### config.mk
export PLATFORM = sky130hd
export DESIGN_NAME = flash_read_responder
export DESIGN_NICKNAME = d
export VERILOG_FILES = /design/src/rtl/flash_pkg.sv /design/src/rtl/flash_word_rom.sv /design/src/rtl/flash_read_responder.sv
export SDC_FILE = /design/constraint.sdc
export NUM_CORES = 1
export LEC_CHECK = 0
export BUFFER_PORTS_ARGS = -buffer_cell sky130_fd_sc_hd__buf_2
export CAP_MARGIN = 5
export CORE_MARGIN = 2
export CORE_UTILIZATION = 50
export DETAILED_ROUTE_END_ITERATION = 12
export PLACE_DENSITY_LB_ADDON = 0.15
export SLEW_MARGIN = 20
export SYNTH_ARGS = -nofsm -noshare
export SYNTH_HDL_FRONTEND = slang
export SYNTH_SLANG_ARGS = --single-unit
export TNS_END_PERCENT = 5
### constraint.sdc
create_clock -name clk -period 2.9 [get_ports clk]
set_clock_uncertainty 0.1 [all_clocks]
set_input_delay 0.725 -clock clk [delete_from_list [all_inputs] [get_ports clk]]
set_output_delay 0.725 -clock clk [all_outputs]
set_load 0.005 [all_outputs]
### src/rtl/flash_pkg.sv
// rtl/flash_pkg.sv - shared types, constants and store image for the flash read responder
package flash_pkg;

  localparam int DEF_ADDR_W = 23;
  localparam int DEF_DATA_W = 32;

  // Returned in place of store data when the requested address is past the end of the store
  localparam logic [31:0] ERR_WORD = 32'hDEAD_BEEF;

  typedef enum logic [1:0] {
    ST_IDLE   = 2'd0,
    ST_BUSY   = 2'd1,
    ST_FETCH  = 2'd2,
    ST_RETURN = 2'd3
  } state_e;

  // Contents of the word store: word 5 carries a fixed signature, every other word
  // carries its own index in the low half and the inverted index in the high half.
  function automatic logic [31:0] image_word(input logic [15:0] idx);
    if (idx == 16'd5) begin
      return 32'h1234_5678;
    end
    return {~idx, idx};
  endfunction

endpackage

### src/rtl/flash_word_rom.sv
// rtl/flash_word_rom.sv - synchronous single-port read-only word store with registered output
module flash_word_rom
  import flash_pkg::*;
#(
  parameter int DEPTH  = 4096,
  parameter int DATA_W = DEF_DATA_W,
  parameter int IDX_W  = (DEPTH > 1) ? $clog2(DEPTH) : 1
) (
  input  logic              clk,
  input  logic              en,
  input  logic [IDX_W-1:0]  addr,
  output logic [DATA_W-1:0] rdata
);

  logic [DATA_W-1:0] rdata_q;
  logic [DATA_W-1:0] rdata_d;

  // Look up the addressed word only when a read is issued; otherwise hold the last word
  always_comb begin
    rdata_d = rdata_q;
    if (en) begin
      rdata_d = DATA_W'(image_word(16'(addr)));
    end
  end

  // Output register of the store; contents are constant so no reset is needed
  always_ff @(posedge clk) begin
    rdata_q <= rdata_d;
  end

  assign rdata = rdata_q;

endmodule

### src/rtl/flash_read_responder.sv
// rtl/flash_read_responder.sv - fixed-latency read responder in front of a word store
module flash_read_responder
  import flash_pkg::*;
#(
  parameter int ADDR_W  = DEF_ADDR_W,
  parameter int DATA_W  = DEF_DATA_W,
  parameter int DEPTH   = 4096,
  parameter int LATENCY = 3
) (
  input  logic              clk,
  input  logic              reset,
  input  logic [ADDR_W-1:0] address,
  input  logic              read,
  output logic              waitrequest,
  output logic [DATA_W-1:0] readdata,
  output logic              readdatavalid,
  output logic              addr_error,
  output logic [15:0]       read_count
);

  localparam int              IDX_W    = (DEPTH > 1) ? $clog2(DEPTH) : 1;
  localparam logic [ADDR_W:0] LIMIT    = (ADDR_W + 1)'(DEPTH);
  localparam logic [3:0]      CNT_LOAD = 4'(LATENCY - 1);

  state_e            state_q, state_d;
  logic [3:0]        cnt_q, cnt_d;
  logic [ADDR_W-1:0] addr_q, addr_d;
  logic              waitrequest_q, waitrequest_d;
  logic [DATA_W-1:0] readdata_q, readdata_d;
  logic              readdatavalid_q, readdatavalid_d;
  logic              addr_error_q, addr_error_d;
  logic [15:0]       read_count_q, read_count_d;

  logic              out_of_range;
  logic              rom_en;
  logic [DATA_W-1:0] rom_rdata;

  // Range check on the latched address; the store only ever sees in-range indices
  assign out_of_range = ({1'b0, addr_q} >= LIMIT);

  // The store is addressed on the edge that enters FETCH, so its registered word
  // is ready during FETCH and is captured into readdata on the edge into RETURN.
  assign rom_en = (state_q == ST_BUSY) && (cnt_q == 4'd0) && !out_of_range;

  flash_word_rom #(
    .DEPTH  (DEPTH),
    .DATA_W (DATA_W),
    .IDX_W  (IDX_W)
  ) u_rom (
    .clk   (clk),
    .en    (rom_en),
    .addr  (addr_q[IDX_W-1:0]),
    .rdata (rom_rdata)
  );

  // Next-state and next-output logic; outputs are registered so they reflect the state entered
  always_comb begin
    state_d         = state_q;
    cnt_d           = cnt_q;
    addr_d          = addr_q;
    waitrequest_d   = 1'b0;
    readdata_d      = readdata_q;
    readdatavalid_d = 1'b0;
    addr_error_d    = 1'b0;
    read_count_d    = read_count_q;

    case (state_q)
      ST_IDLE: begin
        if (read) begin
          state_d       = ST_BUSY;
          addr_d        = address;
          cnt_d         = CNT_LOAD;
          waitrequest_d = 1'b1;
        end
      end
      ST_BUSY: begin
        waitrequest_d = 1'b1;
        if (cnt_q == 4'd0) begin
          state_d = ST_FETCH;
        end else begin
          cnt_d = cnt_q - 4'd1;
        end
      end
      ST_FETCH: begin
        state_d         = ST_RETURN;
        readdatavalid_d = 1'b1;
        addr_error_d    = out_of_range;
        readdata_d      = out_of_range ? DATA_W'(ERR_WORD) : rom_rdata;
        read_count_d    = read_count_q + 16'd1;
      end
      ST_RETURN: begin
        // A request seen here is left for the following IDLE cycle
        state_d = ST_IDLE;
      end
      default: begin
        state_d = ST_IDLE;
      end
    endcase
  end

  // State and output registers; reset abandons any transaction in flight
  always_ff @(posedge clk or negedge reset) begin
    if (!reset) begin
      state_q         <= ST_IDLE;
      cnt_q           <= 4'd0;
      addr_q          <= '0;
      waitrequest_q   <= 1'b0;
      readdata_q      <= '0;
      readdatavalid_q <= 1'b0;
      addr_error_q    <= 1'b0;
      read_count_q    <= 16'd0;
    end else begin
      state_q         <= state_d;
      cnt_q           <= cnt_d;
      addr_q          <= addr_d;
      waitrequest_q   <= waitrequest_d;
      readdata_q      <= readdata_d;
      readdatavalid_q <= readdatavalid_d;
      addr_error_q    <= addr_error_d;
      read_count_q    <= read_count_d;
    end
  end

  assign waitrequest   = waitrequest_q;
  assign readdata      = readdata_q;
  assign readdatavalid = readdatavalid_q;
  assign addr_error    = addr_error_q;
  assign read_count    = read_count_q;

endmodule

=== Yosys cells after proc, flatten, opt, wreduce, memory -nomap -nowiden ===
Index checks and enable logic that the tools add are counted.

* Reductions and logical operators: 9
* Bitwise gates (word level): 1
* Order comparisons: 1
* Add/sub/neg operators: 2
* Eq/ne operators: 7
* Mux-type cells: 15

{| class="wikitable"
|+ Operator list
! operator !! number
|-
| two-way mux 32 bit || 3
|-
| >= comparator 23 x 13 -> 1 bit, second input constant || 1
|-
| adder 16 x 1 -> 16 bit, second input constant || 1
|-
| NOT 12 -> 16 bit || 1
|-
| == test 12 x 3 -> 1 bit, second input constant || 1
|-
| two-way mux 4 bit || 2
|-
| one-hot mux 2 bit (4 select lines) || 1
|-
| one-hot mux 4 bit (2 select lines) || 1
|-
| two-way mux 1 bit || 5
|-
| == test 2 bit, second input constant || 2
|-
| logical NOT 4 bit || 1
|-
| two-way mux 2 bit || 2
|-
| inequality test 2 bit, second input constant || 2
|-
| AND reduction 2 bit || 2
|-
| subtractor 4 x 1 -> 4 bit, second input constant || 1
|-
| AND reduction 3 bit || 1
|-
| == test 2 x 1 -> 1 bit, second input constant || 1
|-
| logical AND 1 bit || 2
|-
| logical NOT 2 bit || 1
|-
| inequality test 2 x 1 -> 1 bit, second input constant || 1
|-
| one-hot mux 1 bit (2 select lines) || 1
|-
| nonzero test 2 bit || 1
|-
| logical NOT 1 bit || 1
|}

* Input bits: 26
* Register bits after elaboration: 110

=== Logic depth before layout (Yosys ltp) ===
* Word-level depth: 5
* Mapped depth: 6
* Gate-level depth less buffers: 6

=== Hierarchy ===
A second synthesis with hierarchy kept.

* Cells, all modules: 373
* Area total of the unflattened synthesis: 4411.7 um^2

{| class="wikitable"
|+ By module, submodules not included
! module !! cells an instance !! area an instance (um^2) !! times used
|-
| flash_read_responder || 301 || 3338.2 || 1
|-
| flash_word_rom || 72 || 1073.5 || 1
|}

=== Worst setup path before layout ===
Ideal clock, no wire load.

* Path kind: register -> register
* From: register cnt_q[0]
* To: register u_rom.rdata_q[0] (netlist: u_rom.rdata[0]) (enable)
* Stages on the path, launching flop included: 6
* Arrival: 2137 ps
* Required time: 2391 ps
* Path slack: 254 ps
* Library setup time: 409 ps
* Clock period less this slack: 2646 ps
* Cells stage by stage: dfrtp_1 > inv_1 > ha_1 > nor3b_1 > nand2_1 > nor2_1

* Longest elaborated chain between the ends: 3

{| class="wikitable"
|+ RTL lines
! element !! RTL line !! source
|-
| from (decl) || flash_read_responder.sv:26 || <nowiki>logic [3:0] cnt_q, cnt_d;</nowiki>
|-
| from (signal assigned) || flash_read_responder.sv:114 || <nowiki>cnt_q <= cnt_d;</nowiki>
|-
| logical NOT 4 bit || flash_read_responder.sv:43 || <nowiki>assign rom_en = (state_q == ST_BUSY) && (cnt_q == 4'd0) && !out_of_range;</nowiki>
|-
| logical AND 1 bit (2 in a row) || flash_read_responder.sv:43 ||
|-
| via rom_en || flash_read_responder.sv:35 || <nowiki>logic rom_en;</nowiki>
|-
| to (signal assigned) || flash_word_rom.sv:28 || <nowiki>rdata_q <= rdata_d;</nowiki>
|-
| to (decl) || flash_word_rom.sv:15 || <nowiki>logic [DATA_W-1:0] rdata_q;</nowiki>
|}

The timed path passes the listed nets, and every way through them passes these cells.
A chain may end at the register's enable or synchronous reset.

=== Worst setup path after layout ===
* From: register cnt_q[0]
* To: register u_rom.rdata_q[24] (netlist: u_rom.rdata[24]) (enable)

The elaborated chain is that of the path after synthesis.

==> impl_metrics.json <==
{
  "outcome": "complete, no violations",
  "std_cell_rows": 33,
  "powerDensity_nw_per_um2": 803,
  "clkPwrFrac": 0.234,
  "synthTopCellsByArea": "dfrtp_1 (47%), edfxtp_1 (19%), mux2_2 (6.7%)",
  "worst_pin_slew_ns": 0.603,
  "leakage_nw": 2.11,
  "finalHoldViolCount": 0,
  "grt_max_degree": 67,
  "syn_area_um2": 4190,
  "synth-edff-count": 26,
  "clk_path_buf_depth": 2,
  "critPathLaunch": "cnt_q[0]",
  "clk_latency_ns": 0.36,
  "synth-seq-cells": 104,
  "coreArea_um2": 8180,
  "clkSinkCount": 104,
  "power_frac_seq": 0.519,
  "ant_nets": 0,
  "die_h_um": 95.5,
  "p_switching_mw": 1.23,
  "die_x_um": 95.5,
  "grt_overflow_total": 0,
  "post-route-period-util": 0.698,
  "drive_above_1_share": 0.304,
  "post-dp-hpwl_um": 5060,
  "combPwrFrac": 0.247,
  "cts_resized": 0,
  "swShare": 0.315,
  "synth.most_common_cell": "dfrtp_1",
  "ir_drop_mv": 0.429,
  "vias_per_cell": 5.04,
  "drt-pass1-iter-count": 4,
  "initial_core_util": 0.512,
  "ctsRootBufferMaster": "clkbuf_8",
  "vias": 2679,
  "min_path_type": "primary input to asynchronous set/reset pin",
  "postCtsSetupBuffers": 0,
  "yosysWarnings": 0,
  "synthDistinctLibCells": 39,
  "cts.reportedPaths.clkPinSlew_ns": 0.10,
  "synth_top_cell_by_area": "dfrtp_1",
  "netlist.area_leader.share": 0.466,
  "clock.fmax_mhz": 494,
  "antenna_cells": 0,
  "grt_antenna_before_repair": 0,
  "cts_buffers": 9,
  "cp_data_required_time_ns": 2.84,
  "async_flop_share": 0.750,
  "postSynthCellCount": 350,
  "min_period_ns": 2.02,
  "synth.avg_cell_area_um2": 12.0,
  "slew_viol_final": 0,
  "wl_per_cell_um": 13.8,
  "gp_congestion": 0.764,
  "h-tree-depth": 3,
  "io_buffers": 76,
  "grt_pass1_vias": 2476,
  "synthFlopType": "dfrtp_1",
  "ios": 77,
  "crit_fanout": 26,
  "cp.arrival_ns": 1.96,
  "ys_seq_area_frac": 0.653,
  "area_growth_pct": 16.3,
  "drc": 0,
  "grt_first_pass_wirelength_um": 11900,
  "synthTopCellsByCount": "dfrtp_1 (78), nor2_1 (56), edfxtp_1 (26)",
  "die_area_um2": 9120,
  "drt_wl_total_um": 7340,
  "crit_type": "flip-flop to flip-flop",
  "grt_usage": 0.172,
  "ctsHoldBuffers": 0,
  "maxCapViolCount": 0,
  "holdWs_ns": 0.223,
  "setup_viol": 0,
  "drt-initial-drc-count": 159,
  "layout.nets": 455,
  "r2r-start": "cnt_q[0]",
  "cp-start-kind": "flip-flop",
  "power.total_mw": 3.91,
  "synth_fp_nets": 383,
  "slew_headroom": 0.598,
  "tns_ns": 0,
  "filler_cell_count": 699,
  "cts_tree": "done",
  "p_int_mw": 2.68,
  "rsz0062_at_grt": "false",
  "endpoint_kind": "flip-flop"
}
-- cells by family after synthesis --
group	Yosys count	share of synthesized area
fa+ha+maj	7	0.0209
mux	25	0.0672
buf+inv	39	0.0382
xor+xnor	15	0.0314
compound gates	43	0.0595
simple gates	117	0.130
flops	104	0.653
-- path summary, 6_finish.rpt --
check / end / slack, ns / cells past startpoint
min in group clk: readdata[28] / 0.37 / 1
worst max register to register: u_rom.rdata[24] / 0.88 / 6
worst max-delay path: u_rom.rdata[24] / 0.88 / 6
worst min register to register: readdata[28] / 0.37 / 1
max in group asynchronous: addr_q[3] / 1.88 / 2
worst min-delay path: read_count[11] / 0.22 / 1
-- through the flow --
step | setup slack (ns) | std cells | utilization | instance area, um2
3_3_place_gp | 0.946 | 516 | 0.571 | 4670
3_5_place_dp | 0.886 | 516 | 0.571 | 4670
2_1_floorplan | 0.254 | 350 | - | 4190
5_1_grt | 0.714 | 532 | 0.596 | 4870
4_1_cts | 0.867 | 532 | 0.596 | 4870
6_report | 0.875 | 532 | 0.596 | 4870
-- flip-flops by register name, summed over array words and instances, names as in the netlist --
register,cells
readdata,30
u_rom.rdata,26
addr_q,23
read_count,16
cnt_q,4
state_q,2
addr_error,1
readdatavalid,1
waitrequest,1
-- metal layers --
| layer | track usage | vias up | wire [um] |
|---|---|---|---|
| li1 | - | 1329 | - |
| met1 | 0.256 | 1282 | 3560 |
| met2 | 0.248 | 60 | 3350 |
| met3 | 0.0411 | 8 | 347 |
| met4 | 0.0607 | 0 | 74 |
| met5 | 0 | - | 0 |
-- cell type report --
type                            instances  area, um2  share of cell area
Clock inverter                          7       80.1              0.0164
Sequential cell                       104       2730               0.561
Timing Repair Buffer                   81        433              0.0889
Tap cell                              105        131              0.0270
Inverter                               19       71.3              0.0146
Clock buffer                            9        124              0.0254
Multi-Input combinational cell        207       1300               0.267
-- power groups by stage --
stage          registers [mW]  logic (mW)  clock network (mW)
3_5_place_dp             2.06       0.973                   0
3_3_place_gp             2.05       0.955                   0
4_1_cts                  2.03       0.977               0.945
2_1_floorplan            2.01       0.746                   0
6_report                 2.03       0.966               0.917
5_1_grt                  2.07        1.08                1.01
-- placed cells by master, fill, tap and decap left out, drive strengths merged, types with 2 or more instances in the layout --
cell type / count
buf: 81
dfrtp: 78
nor2: 56
edfxtp: 26
nand2: 25
mux2: 25
a21oi: 21
inv: 20
xnor2: 9
clkbuf: 9
o22ai: 8
ha: 7
o21ai: 6
xor2: 6
nor3: 6
nand2b: 5
nand3: 5
nor4: 4
nand4: 4
and2: 3
clkinv: 3
nor2b: 2
a22oi: 2
a22o: 2
clkinvlp: 2
-- critical path, cell delays in order (launching register included) --
cell,delay (ns)
dfrtp_1,0.42
inv_1,0.12
ha_1,0.20
nor3b_1,0.34
nand2_1,0.12
nor2_2,0.09
buf_4,0.31
(Power assumes the default switching activity.)
